[src/rtl/wbl_load_ctrl_pkg.sv]
// Shared definitions for the WBL key-load controller: FSM encoding and sizing defaults.
package wbl_load_ctrl_pkg;

  localparam int unsigned RowsDefault  = 64;
  localparam int unsigned AddrWDefault = 6;
  localparam int unsigned KeyW         = 128;

  typedef enum logic [1:0] {
    StIdle  = 2'd0,
    StWrite = 2'd1,
    StDone  = 2'd2
  } state_e;

endpackage

[src/rtl/wbl_load_ctrl.sv]
// Sweeps WBL row addresses for wbl_key_gen and hands each row to the array.
// Optional macro WBL_ROW_RANGE_EN adds row_first/row_last to limit the sweep.
module wbl_load_ctrl
  import wbl_load_ctrl_pkg::*;
#(
  parameter int unsigned ROWS   = RowsDefault,
  parameter int unsigned ADDR_W = AddrWDefault
) (
  input  logic              clk,
  input  logic              rst_n,
  input  logic              start,
  input  logic              abort,
  input  logic [KeyW-1:0]   key_in,
  input  logic              wr_ready,
`ifdef WBL_ROW_RANGE_EN
  input  logic [ADDR_W-1:0] row_first,
  input  logic [ADDR_W-1:0] row_last,
`endif
  output logic [KeyW-1:0]   gen_key,
  output logic [ADDR_W-1:0] gen_addr,
  output logic              wr_valid,
  output logic              busy,
  output logic              done
);

  state_e            state_q, state_d;
  logic [KeyW-1:0]   key_q, key_d;
  logic [ADDR_W-1:0] addr_q, addr_d;
  logic [ADDR_W-1:0] last_q, last_d;
  logic [ADDR_W-1:0] first_w, last_w;

`ifdef WBL_ROW_RANGE_EN
  assign first_w = row_first;
  assign last_w  = row_last;
`else
  assign first_w = '0;
  assign last_w  = ADDR_W'(ROWS - 1);
`endif

  always_comb begin
    state_d = state_q;
    key_d   = key_q;
    addr_d  = addr_q;
    last_d  = last_q;
    unique case (state_q)
      StIdle: begin
        // start wins over abort here; abort has nothing to cancel in idle
        if (start) begin
          key_d   = key_in;
          addr_d  = first_w;
          last_d  = last_w;
          state_d = (first_w > last_w) ? StDone : StWrite;
        end
      end
      StWrite: begin
        if (abort) begin
          state_d = StIdle;
        end else if (wr_ready) begin
          if (addr_q == last_q) begin
            state_d = StDone;
          end else begin
            addr_d = addr_q + 1'b1;
          end
        end
      end
      StDone: begin
        state_d = StIdle;
      end
      default: begin
        state_d = StIdle;
      end
    endcase
  end

  always_ff @(posedge clk or negedge rst_n) begin
    if (!rst_n) begin
      state_q <= StIdle;
      key_q   <= '0;
      addr_q  <= '0;
      last_q  <= '0;
    end else begin
      state_q <= state_d;
      key_q   <= key_d;
      addr_q  <= addr_d;
      last_q  <= last_d;
    end
  end

  assign gen_key  = key_q;
  assign gen_addr = addr_q;
  assign wr_valid = (state_q == StWrite);
  assign busy     = (state_q != StIdle);
  // An abort landing on the done cycle suppresses the pulse
  assign done     = (state_q == StDone) && !abort;

endmodule

[config.mk]
export PLATFORM = sky130hd
export DESIGN_NAME = wbl_load_ctrl
export DESIGN_NICKNAME = d
export VERILOG_FILES = /design/src/rtl/wbl_load_ctrl_pkg.sv /design/src/rtl/wbl_load_ctrl.sv
export SDC_FILE = /design/constraint.sdc
export NUM_CORES = 1
export LEC_CHECK = 0
export BUFFER_PORTS_ARGS = -buffer_cell sky130_fd_sc_hd__buf_2
export CAP_MARGIN = 15
export CORE_ASPECT_RATIO = 1.2
export CORE_MARGIN = 1
export CORE_UTILIZATION = 40
export CTS_CLUSTER_DIAMETER = 150
export DETAILED_ROUTE_END_ITERATION = 6
export PLACE_DENSITY = 0.7
export SETUP_SLACK_MARGIN = 0.02
export SYNTH_ARGS = -nofsm -noshare
export SYNTH_HDL_FRONTEND = slang
export SYNTH_SLANG_ARGS = --single-unit
[constraint.sdc]
create_clock -name clk -period 4.6 [get_ports clk]
set_clock_uncertainty 0.2 [all_clocks]
set_input_delay 0.46 -clock clk [delete_from_list [all_inputs] [get_ports clk]]
set_output_delay 0.46 -clock clk [all_outputs]
set_load 0.01 [all_outputs]
==> flow_summary.rst <==
.. list-table::
   :header-rows: 1

   * - Metric
     - Value
   * - Status
     - finished with violations
   * - Violated checks
     - negative hold slack
   * - Final nets
     - about 990
   * - Worst hold-check slack
     - -0.0107 ns
   * - Cell seen most often among critical-path stages
     - sky130_fd_sc_hd__nand2_1
   * - Most common library cells after synthesis
     - 391 x sky130_fd_sc_hd__nand2_1, 137 x sky130_fd_sc_hd__dfrtp_1, 23 x sky130_fd_sc_hd__buf_2
   * - CP max stage delay
     - ~0.8 ns
   * - Crit-path leading delay family
     - simple AND/OR/NAND/NOR gates
   * - Minimum clock period
     - 2.43 ns
   * - Startpoint of the worst register-to-register path
     - state_q[0]
   * - Worst-case vdd ir drop
     - 0.265 mV
   * - Initial antenna violation count
     - 0
   * - Synth Register Bits
     - 137
   * - Maximum number of pins on one net before global-route repair
     - between 100 and 150
   * - Clock latency at the later pin of the worst-skew pair
     - 0.41 ns
   * - CTS Hold Bufs
     - 0
   * - Netlist area before placement
     - 5310 sq um
   * - Capture point of the worst reg-to-reg path
     - gen_key[11]
   * - Vias in the first global route
     - around 4,400
   * - Crit Path Class
     - flip-flop to flip-flop
   * - Num CTS Buffers
     - 17
   * - WP data arrival
     - 2.58 ns
   * - Sequential cell area
     - 3430 sq um
   * - DRC violations left
     - 0
   * - Cell accounting for the most synthesized area
     - sky130_fd_sc_hd__dfrtp_1
   * - Setup repair after global routing missed its margin
     - no
   * - Register area share after synthesis
     - 64.6%
   * - CTS H-tree lvls
     - 4
   * - Number of sinks handled by clock tree synthesis
     - between 100 and 150
   * - Wire length of the first global-routing pass
     - 21,000 um
   * - Transition at the pin with the smallest max-transition slack
     - 0.992 ns
   * - Layout cells sized above 1
     - 35.9%
   * - Area of the die
     - 13,700 sq um
   * - Worst Path Buf+Inv
     - 1
   * - DRT antenna net count
     - 0
   * - Standby leakage power
     - 4.37 nW
   * - Startpoint class of the critical path
     - flip-flop
   * - Amount of wire on met2 after detailed routing
     - 6510 um
   * - Number of ports placed on the die boundary
     - 270
   * - Post-synth net total
     - 728
   * - Worst relative slew slack
     - around 34%
   * - Initial core utilization
     - ~42%
   * - Total of fill cells in the finished design
     - ~1,200
   * - GRT Util Overall
     - 19.8%
   * - Number of hold violations in the final report
     - 9
   * - Compound-cell area share of the yosys netlist
     - about 1.5%
   * - Classification of the worst-slack hold path
     - primary input to async pin
   * - Vias per Instance
     - between 4 and 5
   * - Slack of the worst reg-to-reg path
     - 2.17 ns
   * - Maximum achievable frequency
     - 411 MHz
   * - Area used by multi-input combinational logic
     - 1740 sq um
   * - Number of vias after detailed routing
     - 4,650
   * - Final routed wirelength across all metal layers
     - 13,400 um
   * - Post-Synth Adder-Cell Area
     - 0.236%
   * - Diodes inserted
     - 0
   * - Port bufs
     - approximately 270
   * - Most used DFF post-synth
     - sky130_fd_sc_hd__dfrtp_1
   * - Cts repair resizes
     - 0
   * - Number of cells produced by synthesis
     - 594
   * - Top cells by area in the synthesized netlist
     - sky130_fd_sc_hd__dfrtp_1 65%, sky130_fd_sc_hd__nand2_1 28%, sky130_fd_sc_hd__buf_2 2.2%, sky130_fd_sc_hd__nor3_2 0.57%, sky130_fd_sc_hd__nor4_1 0.47%
   * - GRT Residual Overflow
     - 0
   * - R2R depth
     - 5
   * - Count of endpoints failing setup in the final report
     - 0
   * - Per-instance average area after synthesis
     - 8.94 sq um
   * - Max capacitance violation total
     - 0
   * - Routed length per placed instance
     - 13.0 um
   * - Root Buffer
     - sky130_fd_sc_hd__clkbuf_16
   * - Layout Utilization
     - between 50% and 60%
   * - Setup tns final
     - 0 ns
   * - Final Wtd Congestion
     - about 0.78
   * - Pwr per Cell Area
     - 544 nW/um^2
   * - Category of the worst setup path capture point
     - flip-flop
   * - Width of the chip
     - between 100 and 150 um
   * - Total power
     - 4.03 mW
   * - Highest fanout seen on the critical path
     - 96
   * - DRC violation total after the first TritonRoute iteration
     - 216
   * - Count of pins over their slew limit
     - 0
   * - Overall die height
     - about 130 um
   * - Layout area overhead
     - 39.6%
   * - Fraction of the cycle the final worst path needs
     - 52.9%
   * - Area fraction of the dominant cell type after synthesis
     - 64.6%
   * - Cell with the largest stage delay on the worst path
     - sky130_fd_sc_hd__and2_4
   * - Post-CTS setup buffer count
     - 0
   * - Clock transition at path regs
     - 0.06 ns
   * - Total length of routed met3 wires
     - 926 um
   * - Share of the synthesized netlist area taken by xor and xnor gates
     - 0%
   * - Distinct cells, synth
     - 31
   * - Final HPWL from detailed placement
     - 9080 um
   * - Crit path required time
     - between 4 and 5 ns
   * - Wire length on met1
     - 5670 um
   * - Main combinational cell family by area after synthesis
     - simple AND/OR/NAND/NOR gates
   * - Top layer reached by signal wires
     - met4
   * - Post-synthesis mux area share
     - 0.401%
   * - Warnings from Yosys
     - 0
   * - CTS tree
     - yes
   * - Proportion of synthesized flip-flops having asynchronous set or reset
     - 100%
   * - Count of flip-flops with a built-in enable after synthesis
     - 0
   * - Top-count cell post-synth
     - sky130_fd_sc_hd__nand2_1
   * - Crit-path cells
     - nor2_2 -> and2_4 -> buf_4 -> nand2_1 -> nand2_1
   * - Post-synthesis share of cell area spent on and, or, nand and nor gates
     - 30.5%
   * - Total iterations of the first detailed-routing run
     - 4
   * - Cell Rows
     - 45
   * - Buffers from clock root to sink, at most
     - 2
   * - Core region area
     - around 13,000 sq um
cells by family after synthesis:
kind of cell / after synthesis
flip-flops: 137
AND/OR/NAND/NOR: 412
multiplexers: 2
adder cells (fa/ha/maj): 1
buffers and inverters: 32
AO/OA/AOI/OAI: 10
state kept, by name (all words and copies together), names as in the netlist:
signal	flops
gen_addr	6
gen_key	128
last_q	1
state_q	2
cell usage in the layout, fill, tap and decap left out, types with 2 or more instances in the layout:
master	count
sky130_fd_sc_hd__nor4_1	4
sky130_fd_sc_hd__nand3_1	3
sky130_fd_sc_hd__nand2_1	390
sky130_fd_sc_hd__clkbuf_16	17
sky130_fd_sc_hd__buf_2	268
sky130_fd_sc_hd__a221o_1	2
sky130_fd_sc_hd__inv_1	4
sky130_fd_sc_hd__clkinv_2	2
sky130_fd_sc_hd__clkinv_4	3
sky130_fd_sc_hd__nor3_2	3
sky130_fd_sc_hd__clkbuf_8	2
sky130_fd_sc_hd__bufinv_16	5
sky130_fd_sc_hd__and2_4	2
sky130_fd_sc_hd__buf_4	3
sky130_fd_sc_hd__dfrtp_1	137
worst max path at each step:
stage,start,endpoint,slack [ns],cells after the start
final,state_q[0],gen_key[11],2.17,5
after global routing,state_q[0],gen_key[11],1.98,5
after CTS,state_q[0],gen_key[7],2.16,5
after detailed placement,state_q[0],gen_key[11],2.15,5
after global placement,state_q[0],gen_key[35],2.22,5
after floorplan,abort,gen_addr[4],2.93,3
power by group:
part           leakage [nW]  internal [mW]  switching, mW
clock                 0.319          0.987          0.502
sequential             1.69           1.48          0.156
combinational          2.35          0.361          0.542
total                  4.37           2.83           1.20
routing by layer:
metal | up-vias | track usage (%)
met3 | 24 | 5.85
met4 | 0 | 9.35
met5 | - | 0
li1 | 2345 | -
met1 | 2112 | 23.6
met2 | 169 | 32.8
stage by stage:
stage          std cells  cell area (sq um)  setup WS, ns  hold WS (ns)
2_1_floorplan        594               5310          2.93       -0.0356
3_3_place_gp        1002               6770          2.22         0.252
3_5_place_dp        1002               6770          2.15         0.256
4_1_cts             1032               7410          2.16        0.0163
5_1_grt             1032               7410          1.98        0.0297
6_report            1032               7410          2.17       -0.0107
final cells by class:
type	instances	share of cell area, %
clock inverters	11	2.63
well taps	164	2.77
inverters	4	0.202
clock buffers	19	6.11
multi-input cells	425	23.5
flip-flops and latches	137	46.2
repair buffers	272	18.5
Note: power is estimated with default switching activity, not from simulation.
